## src/rtl/exec_pkg.sv

```systemverilog
// -----------------------------------------------------------------------------
// exec_pkg
// Shared definitions for the decode/execute/data-memory stage of the
// accumulator core. It holds the opcode enumeration, the idle instruction
// encoding and the default datapath and address widths.
// -----------------------------------------------------------------------------
package exec_pkg;

    localparam int DEF_W  = 8;   // default operand / memory word width
    localparam int DEF_AW = 8;   // default data-memory address width

    // 9'h1FF decodes as HALT, so an idle pipeline never writes state.
    localparam logic [8:0] INST_IDLE = 9'h1FF;

    typedef enum logic [3:0] {
        OP_ADD  = 4'b0000,
        OP_SUB  = 4'b0001,
        OP_AND  = 4'b0010,
        OP_OR   = 4'b0011,
        OP_XOR  = 4'b0100,
        OP_SHL  = 4'b0101,
        OP_SHR  = 4'b0110,
        OP_SET  = 4'b0111,
        OP_LD   = 4'b1000,
        OP_ST   = 4'b1001,
        OP_LDS  = 4'b1010,
        OP_STS  = 4'b1011,
        OP_JMP  = 4'b1100,
        OP_BRL  = 4'b1101,
        OP_LUT2 = 4'b1110,
        OP_HALT = 4'b1111
    } op_t;

endpackage

```

## src/rtl/exec_dmem.sv

```systemverilog
// -----------------------------------------------------------------------------
// exec_dmem
// Data memory of 2**AW words of W bits. Reads are asynchronous and writes are
// synchronous. An active-low reset clears every word asynchronously.
// Ports:
//   Clk     - clock (posedge write)
//   Reset   - asynchronous active-low clear; blocks writes while low
//   we_i    - write enable
//   addr_i  - read/write address
//   wdata_i - write data
//   rdata_o - combinational read data at addr_i
// -----------------------------------------------------------------------------
module exec_dmem
    import exec_pkg::*;
#(
    parameter int W  = DEF_W,
    parameter int AW = DEF_AW
) (
    input  logic          Clk,
    input  logic          Reset,
    input  logic          we_i,
    input  logic [AW-1:0] addr_i,
    input  logic [W-1:0]  wdata_i,
    output logic [W-1:0]  rdata_o
);

    logic [W-1:0] mem_q [2**AW];

    // The clear is in the async branch, so a reset arriving between edges
    // empties the array at once and any write pending for the next edge is lost.
    always_ff @(posedge Clk or negedge Reset) begin
        if (!Reset) begin
            for (int i = 0; i < 2**AW; i++) begin
                mem_q[i] <= '0;
            end
        end else if (we_i) begin
            mem_q[addr_i] <= wdata_i;
        end
    end

    // A read of the address being written returns the old word until the edge.
    assign rdata_o = mem_q[addr_i];

endmodule

```

## src/rtl/exec_ctrl_unit.sv

```systemverilog
// -----------------------------------------------------------------------------
// exec_ctrl_unit
// Decode, execute and data-memory stage of the 9-bit-instruction accumulator
// core. It contains a combinational control decoder, a combinational ALU with
// flags and the data memory. Everything except the memory contents is
// combinational, so the outputs follow the inputs in the same cycle.
// Ports:
//   Clk, Reset          - clock and asynchronous active-low reset (memory only)
//   Instruction         - 9-bit instruction: OP=[8:5], Imm=[4:0], short addr=[2:0]
//   InputA / InputB     - register operands; A is the store data, B the address
//   SC_in               - carry-in for ADD/SUB
//   Jump..Ack           - decoded control strobes
//   AluOut, Zero, Parity, Odd - ALU result and its flags
//   MemOut              - data memory read data
//   WrData              - write-back value (AluOut when ALUEn, else MemOut)
// -----------------------------------------------------------------------------
module exec_ctrl_unit
    import exec_pkg::*;
#(
    parameter int W  = DEF_W,
    parameter int AW = DEF_AW
) (
    input  logic         Clk,
    input  logic         Reset,
    input  logic [8:0]   Instruction,
    input  logic [W-1:0] InputA,
    input  logic [W-1:0] InputB,
    input  logic         SC_in,
    output logic         Jump,
    output logic         BranchEn,
    output logic         BOLEn,
    output logic         RegWrEn,
    output logic         MemWrEn,
    output logic         ALUEn,
    output logic         LUTdm,
    output logic         LUT2x,
    output logic         SetInst,
    output logic         Ack,
    output logic [W-1:0] AluOut,
    output logic         Zero,
    output logic         Parity,
    output logic         Odd,
    output logic [W-1:0] MemOut,
    output logic [W-1:0] WrData
);

    op_t           op;
    logic [4:0]    imm;
    logic [AW-1:0] mem_addr;

    assign op  = op_t'(Instruction[8:5]);
    assign imm = Instruction[4:0];

    // Control decoder
    always_comb begin
        Jump     = 1'b0;
        BranchEn = 1'b0;
        BOLEn    = 1'b0;
        RegWrEn  = 1'b0;
        MemWrEn  = 1'b0;
        ALUEn    = 1'b0;
        LUTdm    = 1'b0;
        LUT2x    = 1'b0;
        SetInst  = 1'b0;
        Ack      = 1'b0;
        case (op)
            OP_ADD, OP_SUB, OP_AND, OP_OR,
            OP_XOR, OP_SHL, OP_SHR: begin
                RegWrEn = 1'b1;
                ALUEn   = 1'b1;
            end
            OP_SET: begin
                SetInst = 1'b1;
                ALUEn   = 1'b1;
            end
            OP_LD:   RegWrEn = 1'b1;
            OP_ST:   MemWrEn = 1'b1;
            OP_LDS: begin
                RegWrEn = 1'b1;
                LUTdm   = 1'b1;
            end
            OP_STS: begin
                MemWrEn = 1'b1;
                LUTdm   = 1'b1;
            end
            OP_JMP:  Jump = 1'b1;
            OP_BRL: begin
                BranchEn = 1'b1;
                BOLEn    = 1'b1;
            end
            OP_LUT2: begin
                RegWrEn = 1'b1;
                LUT2x   = 1'b1;
            end
            OP_HALT: Ack = 1'b1;
            default: ;
        endcase
    end

    // ALU. Results are truncated to W bits and the carry-out is dropped.
    // ADD adds (SC_in-1): all ones when SC_in=0, zero when SC_in=1.
    always_comb begin
        AluOut = '0;
        case (op)
            OP_ADD: AluOut = InputA + InputB + {W{~SC_in}};
            OP_SUB: AluOut = InputA + ~InputB + {{(W-1){1'b0}}, SC_in};
            OP_AND: AluOut = InputA & InputB;
            OP_OR:  AluOut = InputA | InputB;
            OP_XOR: AluOut = InputA ^ InputB;
            OP_SHL: AluOut = InputA << 1;
            OP_SHR: AluOut = InputA >> 1;
            OP_SET: AluOut = {{(W-5){1'b0}}, imm};
            default: AluOut = '0;
        endcase
    end

    assign Zero   = (AluOut == '0);
    assign Parity = ^AluOut;
    assign Odd    = AluOut[0];

    // Short-address ops reach the low eight words without a register operand.
    assign mem_addr = LUTdm ? {{(AW-3){1'b0}}, Instruction[2:0]} : InputB[AW-1:0];

    exec_dmem #(
        .W  (W),
        .AW (AW)
    ) u_dmem (
        .Clk     (Clk),
        .Reset   (Reset),
        .we_i    (MemWrEn),
        .addr_i  (mem_addr),
        .wdata_i (InputA),
        .rdata_o (MemOut)
    );

    assign WrData = ALUEn ? AluOut : MemOut;

endmodule

```

## config.mk

```make
export PLATFORM = sky130hd
export DESIGN_NAME = exec_ctrl_unit
export DESIGN_NICKNAME = d
export VERILOG_FILES = /design/src/rtl/exec_pkg.sv /design/src/rtl/exec_dmem.sv /design/src/rtl/exec_ctrl_unit.sv
export SDC_FILE = /design/constraint.sdc
export NUM_CORES = 2
export LEC_CHECK = 0
export CAP_MARGIN = 20
export CORE_MARGIN = 8
export CORE_UTILIZATION = 45
export CTS_CLUSTER_DIAMETER = 40
export DETAILED_ROUTE_END_ITERATION = 12
export SLEW_MARGIN = 25
export SYNTH_ARGS = -nofsm -noshare
export SYNTH_HDL_FRONTEND = slang
export SYNTH_SLANG_ARGS = --single-unit
```

## constraint.sdc

```tcl
create_clock -name Clk -period 6.5 [get_ports Clk]
set_clock_uncertainty 0.2 [all_clocks]
set_input_delay 1.3 -clock Clk [delete_from_list [all_inputs] [get_ports Clk]]
set_output_delay 1.3 -clock Clk [all_outputs]
set_load 0.005 [all_outputs]
```

======== After elaboration in Yosys (flattened, before gate mapping) ========
Cells that the tools add are included.
operators by class
  bitwise gates (word level) .............. 6
  $lt $le $gt $ge ......................... 2
  equal/unequal tests ..................... 15
  reductions and logical operators ........ 8
  add/subtract/negate cells ............... 4
  multiplexer cells ....................... 18
operators with widths
  operator            count
  $bwmux 2048         1
  $bmux 8 s8          1
  $demux 8 s8         1
  $pmux 8 s8          1
  $mux 8              5
  $eq 4x4->1 const B  8
  $add 8x8->8         3
  $eq 4x3->1 const B  4
  $reduce_or 10->1    1
  $ge 9x9->1 const B  1
  $lt 9x1->1 const B  1
  $mux 1              9
  $not 8->9           1
  $add 8x1->8         1
  $and 8x8->8         1
  $eq 4x2->1 const B  2
  $logic_not 8->1     1
  $not 8->8           1
  $or 8x8->8          1
  $reduce_or 8->1     1
  $reduce_xor 8->1    1
  $xor 8x8->8         1
  $eq 4x1->1 const B  1
  $logic_not 4->1     1
  3 further kinds     4
word-level totals
  bits of input ports ..................... 28
  register bits ........................... 2048
  word-level logic and storage cells ...... 309
  output and inout bits ................... 37

======== Logic depth before layout (Yosys ltp) ========
  depth in word-level cells ............... 10
  gate-level depth with buffers ........... 19
  gate-level depth less buffers ........... 17

======== Hierarchy ========
From an unflattened synthesis, not the netlist that was laid out.
unflattened totals
  cell total of the unflattened synthesis .. 6107
  area total of the unflattened synthesis .. 94660.8 µm²
modules (own cells, without submodules)
  module          sequential area each (µm²)  cells an instance  area an instance (µm²)  times used
  exec_dmem       51249.2                     5830               92661.4                 1
  exec_ctrl_unit  0.0                         277                1999.4                  1

======== Worst setup path before layout ========
Ideal clock, no wire load.
  path kind ............................... input -> output
  start point ............................. input port InputA[2]
  end point ............................... output port Parity
  data required time ...................... 5.000 ns
  path buffers ............................ 2
  cell stages on the path ................. 16
  data arrival time ....................... 4.664 ns
  slack ................................... 0.336 ns
  cell sequence ........................... inv_1 > clkbuf_1 > clkbuf_1 > fa_1 > inv_1 > ha_1 > a21o_1 > a21oi_1 > o21bai_1 > a21oi_1 > xor2_1 > nor2_1 > a2111oi_0 > ha_1 > xnor2_1 > xnor2_1
between the ends
  word-level cells in the longest chain between the ends .. 4
  elaborated cells between the ends (all ways) .. 9
  those cells by class .................... 4 x add/sub; 1 x mux; 3 x bitwise; 1 x reduce/logical
RTL lines
  element                                     RTL line                                      RTL
  start: declaration                          exec_ctrl_unit.sv:26                          input logic [W-1:0] InputA,
  $add 8x8->8, on equally long branches       exec_ctrl_unit.sv:106, exec_ctrl_unit.sv:105
  $add 8x1->8 or $add 8x8->8 (tied branches)  exec_ctrl_unit.sv:106, exec_ctrl_unit.sv:105
  $pmux 8 s8 *                                exec_ctrl_unit.sv:104                         case (op)
  $reduce_xor 8->1 *                          exec_ctrl_unit.sv:118                         assign Parity = ^AluOut;
  end: declaration                            exec_ctrl_unit.sv:41                          output logic Parity,
Every way passes the cells marked *; elsewhere a longest branch is shown, timed or not.

======== Worst setup path after layout ========
  start point ............................. input port Instruction[6]
  end point ............................... output port MemOut[2]
between the ends
  word-level cells in the longest chain between the ends .. 8
  elaborated cells between the ends (all ways) .. 9
  those cells by class .................... 2 x eq/ne; 5 x mux; 1 x bitwise; 1 x reduce/logical
RTL lines
  element                                      RTL line               RTL
  start: declaration                           exec_ctrl_unit.sv:25   input logic [8:0] Instruction,
  $eq 4x4->1                                   exec_ctrl_unit.sv:66   case (op)
  $reduce_or 2->1 (no line) *                  -
  $mux 1 *                                     exec_ctrl_unit.sv:66
  $mux 8 *                                     exec_ctrl_unit.sv:122  assign mem_addr = LUTdm ? {{(AW-3){1'b0}}, Instruction[2:0]} : InputB[AW-1:0];
  $not 8->9 (implied by the code) *            exec_dmem.sv:42        assign rdata_o = mem_q[addr_i];
  $bmux 8 s8 *                                 exec_dmem.sv:42
  $mux 8 (implied by the code) * (2 in a row)  exec_dmem.sv:42
  end: declaration                             exec_ctrl_unit.sv:43   output logic [W-1:0] MemOut,
Every way passes the cells marked *; elsewhere a longest branch is shown, timed or not. The select of a mux whose other input is x is not followed.

==> impl_metrics.csv <==
group,metric,value,unit
clock_network,htreeDepth,5,
route,drtIter0Drc,7080,
sta,worstMarginPinSlew,1200,ps
synthesis,post_synth_num_cell_types,72,
floorplan,die_y,472,um
power_and_ir_drop,ir_drop,0.257,mV
cells_and_area,synthToLayoutAreaGrowth,25.4,%
setup_path,path_common_cell,"buf_12",
synthesis,async_flop_share,1.00,
route,dr.pass1.iters,6,
place,io_buffers,64,
route,wl_per_cell,29.5,um
clock_network,insertion_delay,950,ps
sta,min_period_over_period,0.996,
cells_and_area,largest_register,"u_dmem.mem_q",
synthesis,synth_mux_area_frac,0.254,
floorplan,die_x,472,um
power_and_ir_drop,p_per_area,282,nW/um2
place,place_hpwl,227000,um
clock_network,clock_path_buffers,4,
synthesis,synth_enable_flop_cells,0,
route,final_antenna_net_count,0,
synthesis,synth_flop_cell,"dfrtp_1",
synthesis,avgSynthCellArea,11.7,um2
synthesis,netlist_instances,7992,
clock_network,clockRootBuffer,"clkbuf_16",
cells_and_area,final_cell_count_no_fill,11800,
route,wirelength,348000,um
run_status,status,"completed",
place,dp_cells,11100,
place,pre_cts_slack,-1340,ps
synthesis,synth_fa_ha_area_frac,0.00641,
cells_and_area,top_regs,"u_dmem.mem_q: 2048 flops",
sta,finalHoldViolCount,0,
cells_and_area,final_cell_mix,"dfrtp_1, mux2_2, nand2_1",
synthesis,synth.area.top_cells,"dfrtp_1, mux2_2, mux2i_1, nand2_1, o21ai_0",
sta,fmax,0.154,GHz
clock_network,cts-hold-fix-buffers,0,
worst_hold_path,min-delay-path-class,"input pin to asynchronous set/reset pin",
synthesis,syn_nets,8062,
power_and_ir_drop,leakagePower,54.8,nW
cells_and_area,largest_reg_flops,2048,
synthesis,synth_top_area_share,0.547,
setup_path,critPathMaxFanout,6,
setup_path,startpoint_type,"input pin",
global_routing,grt_use_total,0.305,
setup_path,crit_arrival,4980,ps
synthesis,synth_top_family_by_area,"multiplexers",
setup_path,crit_slowest_cell,"nor4_2",
clock_network,clock_sinks,2048,
global_routing,grt_max_degree,179,
cells_and_area,layout-drive-gt1-share,0.365,
sta,fin_ws,24.8,ps
global_routing,grt_pass1_wl,507000,um
global_routing,grt_pass1_vias,71400,
floorplan,core-area,207000,um2
global_routing,grt_remaining_overflow,0,
sta,setup_tns,0,ps
setup_path,path_cells,"clkbuf_2, buf_12, nand3b_4, buf_12, mux2_4, nand2_8, buf_12, buf_16, buf_12, buf_4, buf_4, o22ai_1, nor4_2, buf_4, o22ai_1, nor4_2, nand3_4, or2_1, dlygate4sd2_1",
synthesis,synth_xor_area_frac,0.00112,
sta,post-route-min-period,6480,ps
sta,slew_violations,0,
sta,maxSlewHeadroom,0.200,
floorplan,start_util,0.453,
synthesis,yosys.area.top_type,"dfrtp_1",
floorplan,io_pins,65,
route,num_vias,71300,
cells_and_area,fin_nets,8855,
synthesis,synth-seq-area-share,0.547,
clock_network,clk_pin_slew,40,ps
synthesis,yosysWarnings,0,
route,drc_errors,0,
synthesis,synth-compound-area-share,0.0880,
synthesis,synth_simple_gate_area_frac,0.0737,
clock_network,numCtsBuffers,318,
job,maxCapViolCount,0,
floorplan,rows,167,
setup_path,cp-end-kind,"primary output",
route,routed_via_density,6.03,
cells_and_area,fillers,17000,
sta,setup_violations,0,
cells_and_area,layout_commonest_cell,"dfrtp_1",
clock_network,cts_tree,"built",
place,gp_congestion,0.976,
global_routing,antenna_found_initial,13,
setup_path,worst-setup-path-type,"input pin to primary output",
setup_path,required,5000,ps
synthesis,synth-seq-cells,2048,
synthesis,syn_area,93800,um2
floorplan,die_area,223000,um2
setup_path,cpPeakStageDelay,380,ps
critical path, delay by kind of cell:
family	cells	cell delay, ps
buf+inv	10	1610
mux	1	370
compound gates	2	220
simple gates	6	1410
area by class of cell:
class / count / area, um2 / share of cell area
timing repair buffer: 1065 / 10900 / 0.0927
clock inverter: 167 / 2020 / 0.0172
clock buffer: 384 / 8660 / 0.0737
tap: 2788 / 3490 / 0.0297
antenna: 7 / 17.5 / 0.000149
sequential: 2048 / 51200 / 0.436
multi-input combinational: 5295 / 41000 / 0.349
inverter: 57 / 228 / 0.00194
kinds of logic after synthesis:
| group | count (synthesis) |
|---|---|
| muxes | 2083 |
| DFF | 2048 |
| and+or+nand+nor | 1686 |
| AOI/OAI and AO/OA | 1471 |
| buffers and inverters | 650 |
| adders and majority gates | 42 |
| xor gates and xnor gates | 12 |
cell usage after synthesis (all sizes together), types with 10 or more instances:
master,n
ha,32
nand3,35
o22ai,303
nor3,28
nor4,95
fa,10
buf,158
nor2,247
a31oi,19
nand2,1239
mux2,1395
o21ai,714
clkbuf,435
inv,56
a22oi,31
mux2i,591
a21oi,292
mux4,97
dfrtp,2048
a221oi,13
final timing paths:
check,from,slack [ps],end,depth (start not counted)
worst min-delay path,Reset,110,u_dmem.mem_q[1868],1
worst max-delay path,Instruction[6],20,MemOut[2],19
worst max register to register,u_dmem.mem_q[52],5470,u_dmem.mem_q[52],1
min in group Clk,u_dmem.mem_q[1320],270,u_dmem.mem_q[1320],2
worst min register to register,u_dmem.mem_q[1320],270,u_dmem.mem_q[1320],2
max in group asynchronous,Reset,4230,u_dmem.mem_q[505],3
through the flow:
stage / instance area (um2) / util / hold slack, ps / total power [W]
2_1_floorplan: 93800 / - / 245 / 0.0143
3_3_place_gp: 104000 / 0.501 / 256 / 0.0158
3_5_place_dp: 104000 / 0.501 / 266 / 0.0159
4_1_cts: 117000 / 0.564 / 150 / 0.0332
5_1_grt: 118000 / 0.568 / 140 / 0.0340
6_report: 118000 / 0.568 / 106 / 0.0331
per-layer routing:
| metal | up-vias | part of all wire | global-route usage |
|---|---|---|---|
| met4 | 12 | 0.072 | 0.181 |
| met5 | - | 0.00027 | 0 |
| met3 | 952 | 0.080 | 0.0668 |
| met2 | 3116 | 0.44 | 0.457 |
| li1 | 30100 | - | - |
| met1 | 37100 | 0.41 | 0.407 |
power breakdown:
group          switching, W  leakage [nW]  internal, W  total (W)
clock               0.00634          5.16       0.0108     0.0172
sequential         0.000119          28.5       0.0130     0.0131
combinational       0.00178          21.2      0.00108    0.00286
total               0.00825          54.8       0.0249     0.0331
repair_timing:
action / in CTS / in global routing
gates cloned: 21 / 2
endpoints found under the setup margin: 20 / 19
buffers inserted: 61 / 34
pin swaps: 56 / 39
gates resized for setup: 229 / 89
No activity file was read; power rests on OpenSTA's default activity.
